File: src/rtl/s2p_pkg.sv
// ---------------------------------------------------------------------------
// s2p_pkg
// Shared definitions for the serial_to_parallel receive path:
//   - word_sel codes (which MRAM byte lane(s) a frame targets)
//   - FSM state encoding
//   - frame_len(): number of data bits in a frame for a given sel
// ---------------------------------------------------------------------------
package s2p_pkg;

    localparam logic [1:0] WS_FULL  = 2'b11;
    localparam logic [1:0] WS_LOWER = 2'b01;
    localparam logic [1:0] WS_UPPER = 2'b10;
    localparam logic [1:0] WS_NONE  = 2'b00;

    typedef enum logic [1:0] {
        IDLE  = 2'd0,
        SHIFT = 2'd1,
        HOLD  = 2'd2
    } s2p_state_t;

    // Data bits per frame: a whole bus word for WS_FULL, one lane otherwise.
    function automatic int frame_len(input logic [1:0] sel, input int bus_width);
        if (sel == WS_FULL) begin
            return bus_width;
        end
        return bus_width / 2;
    endfunction

endpackage

File: src/rtl/s2p_bit_counter.sv
// ---------------------------------------------------------------------------
// s2p_bit_counter
// Loadable bit counter for the serial_to_parallel frame.
// Ports:
//   clk, rst   : clock, asynchronous active-high reset
//   en_i       : global enable, counter frozen when low
//   clear_i    : load zero (new frame); wins over inc_i
//   inc_i      : one bit accepted this cycle
//   term_i     : frame length (data bits, plus parity bit when enabled)
//   count_o    : index of the next bit to be accepted
//   tc_o       : terminal count, the next accepted bit completes the frame
// ---------------------------------------------------------------------------
module s2p_bit_counter
    import s2p_pkg::*;
#(
    parameter int CW = 5
) (
    input  logic          clk,
    input  logic          rst,
    input  logic          en_i,
    input  logic          clear_i,
    input  logic          inc_i,
    input  logic [CW-1:0] term_i,
    output logic [CW-1:0] count_o,
    output logic          tc_o
);

    logic [CW-1:0] count_q;
    logic [CW-1:0] count_d;

    always_comb begin
        count_d = count_q;
        if (clear_i) begin
            count_d = '0;
        end else if (inc_i) begin
            count_d = count_q + CW'(1);
        end
    end

    always_ff @(posedge clk or posedge rst) begin
        if (rst) begin
            count_q <= '0;
        end else if (en_i) begin
            count_q <= count_d;
        end
    end

    assign count_o = count_q;
    // Terminal when the bit about to be accepted is the last one of the frame.
    assign tc_o    = (count_q == term_i - CW'(1));

endmodule

File: src/rtl/serial_to_parallel.sv
// ---------------------------------------------------------------------------
// serial_to_parallel
// Collects an LSB-first serial bitstream into a BUS_WIDTH-bit word, places it
// on the lower lane, upper lane or both lanes per word_sel, and holds it with
// a valid/ack handshake for the MRAM write controller.
//
// Handshake: word_valid rises one clock after the last frame bit and stays
// high, with data_out/byte_en stable, until a cycle with word_ack=1 (and
// en=1); word_valid/byte_en drop on the following edge, data_out keeps its
// last value.
//
// Optional feature macro: PARITY_CHECK_EN -- an even-parity bit follows the
// data bits and the parity_err output is added.
//
// Ports:
//   clk, rst    : clock, asynchronous active-high reset
//   en          : global enable; everything freezes when low
//   start       : begin a frame, latches word_sel (00 is ignored)
//   word_sel    : 11 full word, 01 lower lane, 10 upper lane
//   bit_valid   : serial_in carries a bit this cycle
//   serial_in   : data bit, LSB first
//   word_ack    : consumer has taken data_out
//   data_out    : assembled word, unused lane reads 0
//   byte_en     : [1] upper lane, [0] lower lane
//   word_valid  : data_out/byte_en valid
//   busy        : high in SHIFT and HOLD
//   overrun     : sticky, bit_valid seen while holding a word
//   parity_err  : (PARITY_CHECK_EN) parity mismatch on the held word
//   state_dbg   : current FSM state
// ---------------------------------------------------------------------------
module serial_to_parallel
    import s2p_pkg::*;
#(
    parameter int BUS_WIDTH = 16
) (
    input  logic                 clk,
    input  logic                 rst,
    input  logic                 en,
    input  logic                 start,
    input  logic [1:0]           word_sel,
    input  logic                 bit_valid,
    input  logic                 serial_in,
    input  logic                 word_ack,
    output logic [BUS_WIDTH-1:0] data_out,
    output logic [1:0]           byte_en,
    output logic                 word_valid,
    output logic                 busy,
    output logic                 overrun,
`ifdef PARITY_CHECK_EN
    output logic                 parity_err,
`endif
    output logic [1:0]           state_dbg
);

    localparam int HALF = BUS_WIDTH / 2;
    localparam int CW   = $clog2(BUS_WIDTH) + 1;
`ifdef PARITY_CHECK_EN
    localparam int PAR_BITS = 1;
`else
    localparam int PAR_BITS = 0;
`endif

    s2p_state_t           state_q, state_d;
    logic [1:0]           sel_q, sel_d;
    logic [BUS_WIDTH-1:0] shreg_q, shreg_d, shreg_nx;
    logic [BUS_WIDTH-1:0] data_q, data_d;
    logic [1:0]           be_q, be_d;
    logic                 valid_q, valid_d;
    logic                 ovr_q, ovr_d;
`ifdef PARITY_CHECK_EN
    logic                 par_q, par_d;
    logic                 perr_q, perr_d;
`endif

    logic                 start_ok;
    logic                 begin_frame;
    logic                 cnt_inc;
    logic                 cnt_tc;
    logic [CW-1:0]        cnt;
    logic [CW-1:0]        term;

    // Move the collected bits (always gathered from bit 0 up) onto the target lane.
    function automatic logic [BUS_WIDTH-1:0] place(input logic [1:0] sel,
                                                   input logic [BUS_WIDTH-1:0] w);
        case (sel)
            WS_LOWER: place = {{HALF{1'b0}}, w[HALF-1:0]};
            WS_UPPER: place = {w[HALF-1:0], {HALF{1'b0}}};
            default:  place = w;
        endcase
    endfunction

    assign term = CW'(frame_len(sel_q, BUS_WIDTH)) + CW'(PAR_BITS);

    s2p_bit_counter #(
        .CW(CW)
    ) u_bit_counter (
        .clk     (clk),
        .rst     (rst),
        .en_i    (en),
        .clear_i (begin_frame),
        .inc_i   (cnt_inc),
        .term_i  (term),
        .count_o (cnt),
        .tc_o    (cnt_tc)
    );

    // Shift register with the current bit written at its index. The parity
    // bit index lies outside the used lane, so it never reaches data_out.
    always_comb begin
        shreg_nx = shreg_q;
        for (int i = 0; i < BUS_WIDTH; i++) begin
            if (cnt == CW'(i)) begin
                shreg_nx[i] = serial_in;
            end
        end
    end

    always_comb begin
        state_d     = state_q;
        sel_d       = sel_q;
        shreg_d     = shreg_q;
        data_d      = data_q;
        be_d        = be_q;
        valid_d     = valid_q;
        ovr_d       = ovr_q;
`ifdef PARITY_CHECK_EN
        par_d       = par_q;
        perr_d      = perr_q;
`endif
        begin_frame = 1'b0;
        cnt_inc     = 1'b0;
        start_ok    = start && (word_sel != WS_NONE);

        case (state_q)
            IDLE: begin
                begin_frame = start_ok;
            end
            SHIFT: begin
                if (start_ok) begin
                    // Abort and restart; a bit on this cycle is dropped.
                    begin_frame = 1'b1;
                end else if (bit_valid) begin
                    cnt_inc = 1'b1;
                    shreg_d = shreg_nx;
`ifdef PARITY_CHECK_EN
                    par_d   = par_q ^ serial_in;
`endif
                    if (cnt_tc) begin
                        data_d  = place(sel_q, shreg_nx);
                        be_d    = sel_q;
                        valid_d = 1'b1;
                        state_d = HOLD;
`ifdef PARITY_CHECK_EN
                        // Even parity: all data bits plus parity XOR to 0.
                        perr_d  = par_q ^ serial_in;
`endif
                    end
                end
            end
            HOLD: begin
                if (bit_valid) begin
                    ovr_d = 1'b1;
                end
                if (word_ack) begin
                    valid_d     = 1'b0;
                    be_d        = 2'b00;
                    state_d     = IDLE;
                    begin_frame = start_ok;
                end
            end
            default: begin
                state_d = IDLE;
            end
        endcase

        if (begin_frame) begin
            sel_d   = word_sel;
            shreg_d = '0;
            ovr_d   = 1'b0;
            state_d = SHIFT;
`ifdef PARITY_CHECK_EN
            par_d   = 1'b0;
            perr_d  = 1'b0;
`endif
        end
    end

    always_ff @(posedge clk or posedge rst) begin
        if (rst) begin
            state_q <= IDLE;
            sel_q   <= WS_NONE;
            shreg_q <= '0;
            data_q  <= '0;
            be_q    <= 2'b00;
            valid_q <= 1'b0;
            ovr_q   <= 1'b0;
`ifdef PARITY_CHECK_EN
            par_q   <= 1'b0;
            perr_q  <= 1'b0;
`endif
        end else if (en) begin
            state_q <= state_d;
            sel_q   <= sel_d;
            shreg_q <= shreg_d;
            data_q  <= data_d;
            be_q    <= be_d;
            valid_q <= valid_d;
            ovr_q   <= ovr_d;
`ifdef PARITY_CHECK_EN
            par_q   <= par_d;
            perr_q  <= perr_d;
`endif
        end
    end

    assign data_out   = data_q;
    assign byte_en    = be_q;
    assign word_valid = valid_q;
    assign busy       = (state_q != IDLE);
    assign overrun    = ovr_q;
    assign state_dbg  = state_q;
`ifdef PARITY_CHECK_EN
    assign parity_err = perr_q;
`endif

endmodule

File: config.mk
export PLATFORM = sky130hd
export DESIGN_NAME = serial_to_parallel
export DESIGN_NICKNAME = d
export VERILOG_FILES = /design/src/rtl/s2p_pkg.sv /design/src/rtl/s2p_bit_counter.sv /design/src/rtl/serial_to_parallel.sv
export SDC_FILE = /design/constraint.sdc
export NUM_CORES = 1
export LEC_CHECK = 0
export CORE_MARGIN = 1.5
export CORE_UTILIZATION = 59
export DETAILED_ROUTE_END_ITERATION = 7
export PLACE_DENSITY = 0.84
export SLEW_MARGIN = 20
export SYNTH_ARGS = -nofsm -noshare
export SYNTH_HDL_FRONTEND = slang
export SYNTH_SLANG_ARGS = --single-unit
export TNS_END_PERCENT = 10
File: constraint.sdc
create_clock -name clk -period 4.09 [get_ports clk]
set_input_delay 1.0225 -clock clk [delete_from_list [all_inputs] [get_ports clk]]
set_output_delay 1.0225 -clock clk [all_outputs]
set_load 0.005 [all_outputs]
Yosys cells after proc, flatten, opt, wreduce, memory -nomap -nowiden
Cells that the tools add are included.
{"block": "word_totals", "regBits": 45}
{"block": "classes", "add_sub_neg": 2, "eq_ne": 31, "muxes": 50, "n_bitwise": 1, "n_reduce_logical": 17}
{"cell": "two-way mux 16 bit", "count": 4}
{"cell": "== test 5 x 4 -> 1 bit, second input constant", "count": 8}
{"cell": "one-hot mux 16 bit (2 select lines)", "count": 1}
{"cell": "two-way mux 1 bit", "count": 29}
{"cell": "== test 5 x 3 -> 1 bit, second input constant", "count": 4}
{"cell": "two-way mux 5 bit", "count": 4}
{"cell": "two-way mux 2 bit", "count": 8}
{"cell": "nonzero test 2 bit", "count": 7}
{"cell": "!= test 3 bit, second input constant", "count": 4}
{"cell": "AND reduction 6 bit", "count": 2}
{"cell": "== test 5 x 2 -> 1 bit, second input constant", "count": 2}
{"cell": "!= test 2 bit, second input constant", "count": 5}
{"cell": "== test 2 bit, second input constant", "count": 3}
{"cell": "one-hot mux 2 bit (3 select lines)", "count": 1}
{"cell": "adder 5 x 1 -> 5 bit, second input constant", "count": 1}
{"cell": "== test 5 x 1 -> 1 bit, second input constant", "count": 1}
{"cell": "== test 5 bit", "count": 1}
{"cell": "zero test 5 bit", "count": 1}
{"cell": "AND reduction 5 bit", "count": 1}
{"cell": "subtractor 5 x 1 -> 5 bit, second input constant", "count": 1}
{"cell": "== test 2 x 1 -> 1 bit, second input constant", "count": 2}
{"cell": "one-hot mux 2 bit (2 select lines)", "count": 1}
{"cell": "AND reduction 2 bit", "count": 2}
{"cell": "AND reduction 4 bit", "count": 1}
{"cell": "7 further kinds", "count": 7}

Longest topological paths before layout
Gate-level depths: netlist (run 1).
{"block": "logic_depth", "depth_word": 10, "ltp_mapped": 8}

Hierarchy
A second synthesis (run 1) with hierarchy kept.
{"block": "hier_totals", "hier_cells": 273, "hier_area_um2": 2633.8}
{"module": "serial_to_parallel", "n_inst": 1, "cells_each": 229, "area_per_inst_um2": 2237.1, "seq_area_each_um2": 1001.0}
{"module": "s2p_bit_counter", "n_inst": 1, "cells_each": 44, "area_per_inst_um2": 396.6, "seq_area_each_um2": 125.1}

Worst setup path before layout (run 1)
Ideal clock, no wire load.
{"block": "synth_timing", "kind": "input port to flip-flop", "startpoint": "input port word_sel[0]", "endpoint": "register data_q[0] (netlist: data_out[0])", "t_arrival_ns": 2.140, "required_time_ns": 3.955, "path_slack_ns": 1.815, "stages": 6, "path_buffers": 2, "path_cell_list": "o21a_1 > or4b_1 > buf_2 > buf_6 > nand2_1 > o31ai_1"}
{"block": "synth_via", "elab_chain_len": 4}
{"item": "start, declared", "line": "serial_to_parallel.sv:40", "rtl": "input logic [1:0] word_sel,"}
{"item": "nonzero test 2 bit", "line": "serial_to_parallel.sv:132", "rtl": "start_ok = start && (word_sel != WS_NONE);"}
{"item": "logical AND 1 bit", "line": "serial_to_parallel.sv:132"}
{"item": "NOT 1 bit (no source line)"}
{"item": "AND reduction 5 bit (no source line)"}
{"item": "end signal, assigned", "line": "serial_to_parallel.sv:205", "rtl": "data_q <= data_d;"}
{"item": "end, declared", "line": "serial_to_parallel.sv:66", "rtl": "logic [BUS_WIDTH-1:0] data_q, data_d;"}
Every way passes these cells.
A chain may end at the register's enable or synchronous reset.

Worst setup path after layout (run 1)
{"block": "layout_timing", "startpoint": "input port en", "endpoint": "register data_q[10] (netlist: data_out[10])"}
{"block": "layout_via", "elab_chain_len": 1}
{"item": "start, declared", "line": "serial_to_parallel.sv:38", "rtl": "input logic en,"}
{"item": "AND reduction 5 bit (no source line)"}
Every way passes these cells.

==> results of run 1 <==
==> final timing paths <==
kind                                                      startpoint                                    to  slack (ps)  cells after the start
min in group asynchronous                                        rst               data_out[6]$_DFFE_PP0P_        1030                      2
worst max-delay path                                              en              data_out[10]$_DFFE_PP0P_        1060                      5
worst max register to register  u_bit_counter.count_o[3]$_DFFE_PP0P_               data_out[0]$_DFFE_PP0P_        1700                      3
worst min-delay path                         data_out[7]$_DFFE_PP0P_               data_out[7]$_DFFE_PP0P_         490                      2
worst min register to register               data_out[7]$_DFFE_PP0P_               data_out[7]$_DFFE_PP0P_         490                      2
max in group asynchronous                                        rst  u_bit_counter.count_o[3]$_DFFE_PP0P_        2320                      3
==> per-stage QoR <==
step,power (W),std cells,hold slack [ps]
after CTS,0.0009351,307,492.4
after floorplan,0.0005908,229,455.4
after global placement,0.0006437,299,459.9
after detailed placement,0.0006487,299,472.6
final,0.0009292,307,486.5
after global routing,0.0009749,307,511.8
==> synthesized netlist by cell type (2+ instances only) <==
library cell	number
and4bb_2	4
mux2i_1	9
nor4b_1	4
buf_2	6
clkbuf_1	5
a21oi_1	6
inv_1	8
o221ai_1	7
a221o_1	4
or4bb_1	3
ha_1	8
nand4b_1	3
nand2_1	22
a22o_1	5
nand3_1	11
o21ai_0	5
nor3b_1	2
nor2_1	4
mux2_2	12
nand2b_1	2
a21o_1	3
dfrtp_1	45
o2bb2ai_1	9
and3_1	5
o31ai_1	8
nor2b_1	5
nand4_1	3
==> layout make-up <==
type                            count  share of cell area (%)
Multi-Input combinational cell    163                   43.49
Inverter                            8                   1.034
Sequential cell                    45                   38.79
Clock buffer                        6                   2.845
Tap cell                           50                   2.155
Timing Repair Buffer               33                   11.21
Clock inverter                      2                  0.4741
==> routing by layer <==
layer	vias to the layer above	GRT usage, %	routed length (um)
li1	923	-	-
met1	962	35.75	2427
met2	70	42.28	2686
met3	13	3.783	293
met4	0	13.25	141
met5	-	0	0
==> registers in the layout (all words and copies together), names as in the netlist <==
signal and count:
shreg_q 16, word_valid 1, state_dbg 2, overrun 1, sel_q 2, u_bit_counter.count_o 5, data_out 16, byte_en 2
==> power groups by stage <==
stage	registers, W	logic, W	clock network [W]
finish	0.000477	0.000163	0.000289
global route	0.000480	0.000182	0.000313
CTS	0.000477	0.000164	0.000294
detailed placement	0.000486	0.000163	0
global placement	0.000485	0.000158	0
floorplan	0.000479	0.000112	0
==> layout by cell type, fill, tap and decap left out, types with 7 or more instances in the layout <==
cell	synthesis	routed
clkdlybuf4s50_1	0	31
dfrtp_1	45	45
ha_1	8	8
inv_1	8	7
mux2_2	12	12
mux2i_1	9	9
nand2_1	22	22
nand3_1	11	11
o221ai_1	7	7
o2bb2ai_1	9	9
o31ai_1	8	8
==> kinds of logic (layout without fill, tap and decap cells) <==
group | after synthesis | count (layout) | share of synthesized area, %
and+or+nand+nor | 77 | 77 | 20.11
AOI/OAI and AO/OA | 56 | 56 | 17.29
DFF | 45 | 45 | 45.36
muxes | 21 | 21 | 9.073
buffers and inverters | 21 | 49 | 3.780
adders and majority gates | 8 | 8 | 4.032
xor gates and xnor gates | 1 | 1 | 0.3529
==> tightest hold or removal path: stages (launching register included) <==
cell	delay, ps
dfrtp_1	350
nand2_1	50
o31ai_1	50
==> metrics.md, run 1 <==
| Metric | Value |
|---|---|
| Status | finished, final reports clean |
| Relative slew slack | between 40% and 50% |
| DR DRC count | 0 |
| Post-synth EDFFs | 0 |
| Clock Latency Late Sink | 300 ps |
| # resized after CTS | 0 |
| CTS Hold Bufs | 0 |
| Crit share post-route | between 70% and 80% |
| Crit start category | input pin |
| Initial Utilization | between 60% and 70% |
| Switching share of power | between 20% and 30% |
| CP max FO | 14 |
| Max-slew violations | 0 |
| P&R area growth vs syn | 16.94% |
| Clk network pwr share | 31.1% |
| Post-route setup slack | around 1100 ps |
| NumNets Final | roughly 270 |
| Core Rows | 23 |
| Logic pwr share | between 10% and 20% |
| Distinct cells, synth | 48 |
| Top post-synthesis cells by area | dfrtp_1 (45%), mux2_2 (5.4%), ha_1 (4.0%) |
| Routed Antenna Nets | 0 |
| Crit path kind | input pin to flip-flop |
| Crit path cell chain | clkdlybuf4s50_1, and4b_1, nand2_1, nor3_4, mux2_2 |
| Syn. warnings | 0 |
| Setup TNS Final | 0 ps |
| Max-cap violation count | 0 |
| Longest Clk Path Bufs | 2 |
| Post-DR wirelength/cell | 18.07 um |
| Root Driver | clkbuf_8 |
| Critical path's top delay family | simple AND/OR/NAND/NOR gates |
| NetSw | 0.0002721 W |
| Slew @ Worst Pin | between 700 and 800 ps |
| Period minus WS final | 3032 ps |
| # fillers | 309 |
| Sequential Power Share | 51.4% |
| Final setup viols | 0 |
| Syn_nets | roughly 250 |
| Initial antenna violation count | 0 |
| Final hold vios | 0 |
| CP bufs+invs | 1 |
| Placement Setup Slack | roughly 740 ps |
| Vias in the first global route | 1862 |
| Crit path required time | between 4000 and 5000 ps |
| Fraction of layout cells with a size suffix above 1 | 11.67% |
| RSZ-0062 raised after global routing | no |
| Clk sink count | 45 |
| DR pass1 iterations | 5 |
| Yosys reg bits | 45 |
| Slowest CP cell | clkdlybuf4s50_1 |
| Leak pwr | 1.285 nW |
| Skew final | about 8.0 ps |
| Global-route wire length before repair | 9.045 mm |
| Worst Hold Class | flip-flop to flip-flop |
| Peak supply drop | 0.2033 mV |
| Highest Clock Rate | 329.8 MHz |
| Netlist Area Pre-Place | about 0.0025 mm^2 |
| DRT iter0 DRCs | 203 |
| CTS HTree Levels | 2 |
| Cell Pwr Density | 320.1 mW/mm^2 |
| Mean Syn Cell Area | 10.84 um^2 |
| DIE AREA | between 0.004 and 0.005 mm^2 |
| Crit path capture type | flip-flop |
| Multi-input logic area | 0.001262 mm^2 |
| Cell area after layout | a little under 0.003 mm^2 |
| Die height | 67.87 um |
| CTS buffer count | 5 |
| Die Wd | 67.87 um |
| Core area | 0.004029 mm^2 |
| Sequential-to-total area share from yosys stat | between 40% and 50% |
| Pint | about 0.00066 W |
| Via count | a little under 2000 |
| Number of diodes | 0 |
| Buffers on Ports | 31 |
| GRT Resource Usage Total | approximately a quarter |
| Final WL | 5.549 mm |
| RePlAce Congestion | 0.8540 |
| Largest net degree at the start of global routing | 28 |
| Post-DP Area | approximately 0.0028 mm^2 |
| Primary FF master, synth | dfrtp_1 |
| Async set-or-reset flop fraction in the synthesized netlist | 100.0% |
| Finished Core Util | 72.05% |
| Yosys top cell area share | between 40% and 50% |
| Post-CTS setup buffers | 0 |
| HPWL after detailed placement | about 3.9 mm |
| Clock slew at reported path FFs | 80 ps |
| Total grt overflow | 0 |
| Post-Synthesis Cells | 229 |
| I/O pins | 32 |
| FF/Latch Area | 0.001126 mm^2 |
| Worst path max stage delay | 690 ps |
| Worst Path Arrival | between 3000 and 4000 ps |
| TritonCTS clock tree | yes |
| Via density | roughly 6.4 |
| Yosys top cell by area | dfrtp_1 |
Note: power is estimated with default switching activity, not from simulation.
==> run 2, diff against run 1 <==
- CORE_UTILIZATION: 59 -> 50
- PLACE_DENSITY: 0.84 -> 0.76
- clock period: 4.09 -> 2.59 ns (I/O delays scaled with it)
==> run 2 against run 1 <==
  * Power rose by 70%
  * Critical path type is now flip-flop to flip-flop
  * Sequential cell count did not move
  * Sequential share of layout area fell by 2.0 points
  * Largest power group unchanged
  * Routed wire length rose by 5.9%
  * First-iteration DRC count fell by 23%
  * Clock skew rose by 0.57 ps
  * Clock-buffer cell count did not move
  * Sequential power rose by 57%
  * Largest cell class unchanged
==> metrics.md, run 2 (synthesis gave the netlist of run 1 again) <==
| Metric | Value |
|---|---|
| RePlAce Congestion | roughly 0.84 |
| Root Driver | clkbuf_8 |
| Crit path capture type | flip-flop |
| Crit path kind | flip-flop to flip-flop |
| Period minus WS final | 2263 ps |
| Number of diodes | 0 |
| Via density | 6.098 |
| P&R area growth vs syn | 23.14% |
| Core Rows | 25 |
| CTS Hold Bufs | 0 |
| Relative slew slack | 50.80% |
| Crit share post-route | between 80 and 90% |
| Die Wd | 73.46 um |
| Routed Antenna Nets | 0 |
| Largest net degree at the start of global routing | 29 |
| Setup TNS Final | 0 ps |
| Total Power | between 0.0015 and 0.002 W |
| Initial Utilization | between 50% and 60% |
| CTS buffer count | 5 |
| Switching share of power | around 29% |
| Sequential Power Share | 47.4% |
| Die height | 73.46 um |
| Total grt overflow | 0 |
| Fin cells | approximately 340 |
| DR pass1 iterations | 5 |
| Final hold vios | 0 |
| DR DRC count | 0 |
| Pint | 0.001125 W |
| Fraction of layout cells with a size suffix above 1 | between 10% and 20% |
| Clk network pwr share | 34.4% |
| CTS HTree Levels | 2 |
| Crit path required time | roughly 2800 ps |
| Longest Clk Path Bufs | 2 |
| Skew final | 8.530 ps |
| Crit start category | flip-flop |
| GRT Resource Usage Total | 23.43% |
| Global-route wire length before repair | 9.584 mm |
| Post-Place Cells | 330 |
| Status | finished, final reports clean |
| HPWL after detailed placement | 4.154 mm |
| Vias in the first global route | 1949 |
| Post-CTS setup buffers | 0 |
| DRT iter0 DRCs | between 150 and 200 |
| Commonest non-fill, non-tap cells in the layout | dfrtp_1 (45), clkdlybuf4s50_1 (31), nand2_1 (22) |
| DIE AREA | 0.005396 mm^2 |
| Initial antenna violation count | 0 |
| Final setup viols | 0 |
| Via count | 2061 |
| Post-DR wirelength/cell | 17.38 um |
| Leak pwr | 1.362 nW |
| NetSw | 0.0004521 W |
| NumNets Final | approximately 290 |
| CP max FO | 6 |
| # resized after CTS | 0 |
| Slew @ Worst Pin | 733.4 ps |
| Logic pwr share | 18.2% |
| RSZ-0062 raised after global routing | no |
| Core area | 0.004755 mm^2 |
| Max-slew violations | 0 |
| Highest Clock Rate | between 400 and 500 MHz |
| I/O pins | 32 |
| Most common cell after layout, fill and taps aside | dfrtp_1 |
| Cell Pwr Density | 516.1 mW/mm^2 |
| Final WL | 5.874 mm |
| Worst Path Arrival | 2460 ps |
| Clock Latency Late Sink | 300 ps |
| Worst Hold Class | flip-flop to flip-flop |
| TritonCTS clock tree | yes |
| Clock slew at reported path FFs | 90 ps |
| Clk sink count | 45 |
| Buffers on Ports | 31 |
| Max-cap violation count | 0 |
| Peak supply drop | between 0.3 and 0.4 mV |
==> run 2: cell types whose count changed in the layout (fill, tap and decap cells not counted), sizes merged <==
cell	delta
buf	+14
bufinv	+1
clkinv	-1
==> run 2: area by class of cell <==
class | instances | area [um^2]
well taps | 67 | 83.83
inverters | 8 | 30.03
flip-flops and latches | 45 | 1126
fillers | 387 | 1698
repair buffers | 47 | 442.9
multi-input cells | 163 | 1262
clock buffers | 6 | 72.57
clock inverters | 2 | 38.79
==> run 2: metal layers <==
metal	track usage (%)	share of wire, %
met5	0	0
met1	32.66	45
met2	36.34	48
met4	8.848	1.6
met3	4.252	5.5
==> run 2: path summary, 6_finish.rpt <==
check                                           to                                  from  cells after the start  slack, ps
min in group asynchronous   shreg_q[1]$_DFFE_PP0P_                                   rst                      2        680
max                        data_out[8]$_DFFE_PP0P_  u_bit_counter.count_o[0]$_DFFE_PP0P_                      6        330
max reg2reg                data_out[8]$_DFFE_PP0P_  u_bit_counter.count_o[0]$_DFFE_PP0P_                      6        330
max in group asynchronous     sel_q[1]$_DFFE_PP0P_                                   rst                      3       1390
min reg2reg                data_out[1]$_DFFE_PP0P_               data_out[1]$_DFFE_PP0P_                      2        480
min                        data_out[1]$_DFFE_PP0P_               data_out[1]$_DFFE_PP0P_                      2        480
==> run 2: power groups by stage <==
stage / Sequential, W / Clock (W) / Combinational [W]
after CTS: 0.000748 / 0.000552 / 0.000284
after global placement: 0.000760 / 0 / 0.000278
after floorplan: 0.000756 / 0 / 0.000177
final: 0.000748 / 0.000542 / 0.000287
after global routing: 0.000751 / 0.000581 / 0.000316
after detailed placement: 0.000762 / 0 / 0.000283
==> run 2: worst max-delay path, cell delays in order, from the launching register on <==
cell and delay (ps):
dfrtp_1 420, inv_1 110, ha_1 290, nor4bb_1 560, mux2i_1 370, o22ai_1 140, mux2_2 270
==> run 2: per-stage QoR <==
step / hold WS [ps] / instance area (um^2) / setup slack, ps / utilization (%)
global route: 504.9 / 3057 / 221.4 / 64.29
detailed placement: 467.3 / 2945 / 129.6 / 61.95
global placement: 461.2 / 2945 / 193.9 / 61.95
finish: 482.9 / 3057 / 327.0 / 64.29
CTS: 488.1 / 3057 / 341.0 / 64.29
floorplan: 455.4 / 2482 / 539.9 / -
==> run 3, diff against run 2 <==
- PLACE_DENSITY: 0.76 -> not set
- PLACE_DENSITY_LB_ADDON: not set -> 0.15
==> run 3 against run 2 <==
  * Via count fell by 2.3%
  * Final cell count fell by 0.30%
  * Power fell by 7.0%
  * Clock-buffer cell count did not move
  * Clock skew fell by 2.0 ps
  * Largest cell class unchanged
  * First-iteration DRC count rose by 24%
  * Worst hold slack got worse by 5.8 ps
  * Register-to-register slack improved by 40 ps
  * Setup slack improved by 15 ps
  * Core utilization fell by 0.50 points
  * Routed wire length fell by 2.6%
  * Critical path type is now flip-flop to primary output
  * Highest routed layer unchanged
  * Die area did not move
==> metrics.md, run 3 (synthesis gave the netlist of run 1 again) <==
| Metric | Value |
|---|---|
| Status | finished, final reports clean |
| Initial Utilization | 52.21% |
| Slew @ Worst Pin | 786.6 ps |
| Crit path kind | flip-flop to primary output |
| Core Rows | 25 |
| Via density | 5.973 |
| Fraction of layout cells with a size suffix above 1 | between 15 and 20% |
| Worst Path Arrival | between 1500 and 2000 ps |
| Period minus WS final | between 2000 and 2500 ps |
| Buffers on Ports | 31 |
| Clock slew at reported path FFs | 80 ps |
| Commonest non-fill, non-tap cells in the layout | dfrtp_1 (45), clkdlybuf4s50_1 (31), nand2_1 (22) |
| Clk network pwr share | 29.1% |
| Crit path required time | 1940 ps |
| Leak pwr | 1.349 nW |
| Post-route setup slack | 342.0 ps |
| Total grt overflow | 0 |
| Via count | 2013 |
| NetSw | 0.0004369 W |
| Routed Antenna Nets | 0 |
| Die Wd | about 73 um |
| Worst Hold Class | flip-flop to flip-flop |
| Met3 track demand over resource | 4.252% |
| Root Driver | clkbuf_8 |
| CTS buffer count | 5 |
| Placement Setup Slack | 106.9 ps |
| Post-DR wirelength/cell | between 15 and 20 um |
| Longest Clk Path Bufs | 2 |
| CTS Hold Bufs | 0 |
| Max-cap violation count | 0 |
| Initial antenna violation count | 0 |
| Highest Clock Rate | 444.8 MHz |
| TritonCTS clock tree | yes |
| Clk sink count | 45 |
| # resized after CTS | 0 |
| DIE AREA | 0.005396 mm^2 |
| Cell area after layout | 0.003033 mm^2 |
| Switching share of power | around 30% |
| Most common cell after layout, fill and taps aside | dfrtp_1 |
| Final hold vios | 0 |
| P&R area growth vs syn | 22.18% |
| Peak supply drop | 0.2694 mV |
| Layer with the highest usage | met2 |
| I/O pins | 32 |
| RSZ-0062 raised after global routing | no |
| Final setup viols | 0 |
| Grt met2 use | 37.84% |
| GRT Resource Usage Total | between 20% and 30% |
| Post-DP Area | 0.002950 mm^2 |
| DRT iter0 DRCs | 193 |
| Number of diodes | 0 |
| Setup TNS Final | 0 ps |
| Vias in the first global route | between 1500 and 2000 |
| Clock Latency Late Sink | ~300 ps |
| Die height | 73.46 um |
| Logic pwr share | 19.5% |
| # fillers | between 300 and 400 |
| HPWL after detailed placement | just over 4 mm |
| Max-slew violations | 0 |
| Sequential Power Share | roughly half |
| Crit share post-route | around 87% |
| Pint | 0.001030 W |
| Crit path capture type | primary output |
| CP max FO | 14 |
| RePlAce Congestion | 0.8504 |
| DR DRC count | 0 |
| Global-route wire length before repair | 9.749 mm |
| NumNets Final | 286 |
| Post-CTS setup buffers | 0 |
| Cell Pwr Density | between 400 and 500 mW/mm^2 |
| Post-Place Cells | 329 |
| Fin cells | 337 |
| Crit start category | flip-flop |
| Met1 Usage GRT | 33.27% |
| DR pass1 iterations | 4 |
| Relative slew slack | a little under half |
| CTS HTree Levels | 2 |
| Largest net degree at the start of global routing | 30 |
| Core area | about 0.0048 mm^2 |
| Finished Core Util | 63.79% |
| R2r setup slk | 370 ps |
| Final WL | 5.720 mm |
| Skew final | around 6.6 ps |
==> run 3: cell count changes in the layout (fill, tap and decap cells not counted) <==
cell / before / now
buf_4: 15 / 13
clkinv_2: 0 / 2
buf_12: 1 / 2
bufinv_16: 1 / 0
clkinv_4: 1 / 0
==> run 3: worst paths after layout <==
path	to	cells after the start	start
worst min register to register	data_out[0]$_DFFE_PP0P_	2	data_out[0]$_DFFE_PP0P_
min in group asynchronous	sel_q[1]$_DFFE_PP0P_	2	rst
worst min-delay path	data_out[0]$_DFFE_PP0P_	2	data_out[0]$_DFFE_PP0P_
max in group asynchronous	u_bit_counter.count_o[0]$_DFFE_PP0P_	3	rst
worst max-delay path	busy	2	state_dbg[1]$_DFFE_PP0P_
worst max register to register	data_out[2]$_DFFE_PP0P_	4	u_bit_counter.count_o[2]$_DFFE_PP0P_
==> run 3: cell type report <==
| cell class | count | area [um^2] | share of cell area [%] |
|---|---|---|---|
| repair buffers | 46 | 447.9 | 14.77 |
| multi-input cells | 163 | 1262 | 41.63 |
| flip-flops and latches | 45 | 1126 | 37.13 |
| clock buffers | 6 | 72.57 | 2.393 |
| clock inverters | 2 | 10.01 | 0.3300 |
| well taps | 67 | 83.83 | 2.764 |
| inverters | 8 | 30.03 | 0.9901 |
==> run 3: metal layers <==
| metal | vias up | part of all wire (%) |
|---|---|---|
| met5 | - | 0 |
| met4 | 0 | 2.9 |
| met1 | 977 | 46 |
| met3 | 13 | 5.0 |
| met2 | 71 | 47 |
| li1 | 952 | - |
==> run 3: critical path, cell delays in order (launching register included) <==
cell,delay (ps)
dfrtp_1,520
or2_2,330
clkdlybuf4s50_1,450
==> run 3: power by group through the flow <==
| stage | combinational (W) | clock [W] | sequential [W] |
|---|---|---|---|
| finish | 0.000285 | 0.000427 | 0.000754 |
| global route | 0.000318 | 0.000466 | 0.000758 |
| CTS | 0.000287 | 0.000438 | 0.000753 |
| detailed placement | 0.000285 | 0 | 0.000767 |
| global placement | 0.000284 | 0 | 0.000766 |
| floorplan | 0.000177 | 0 | 0.000756 |
==> run 3: per-stage QoR <==
| step | power [W] | hold WS (ps) |
|---|---|---|
| finish | 0.001467 | 477.0 |
| global route | 0.001542 | 498.2 |
| CTS | 0.001477 | 483.4 |
| detailed placement | 0.001052 | 465.1 |
| global placement | 0.001050 | 461.3 |
| floorplan | 0.0009329 | 455.4 |
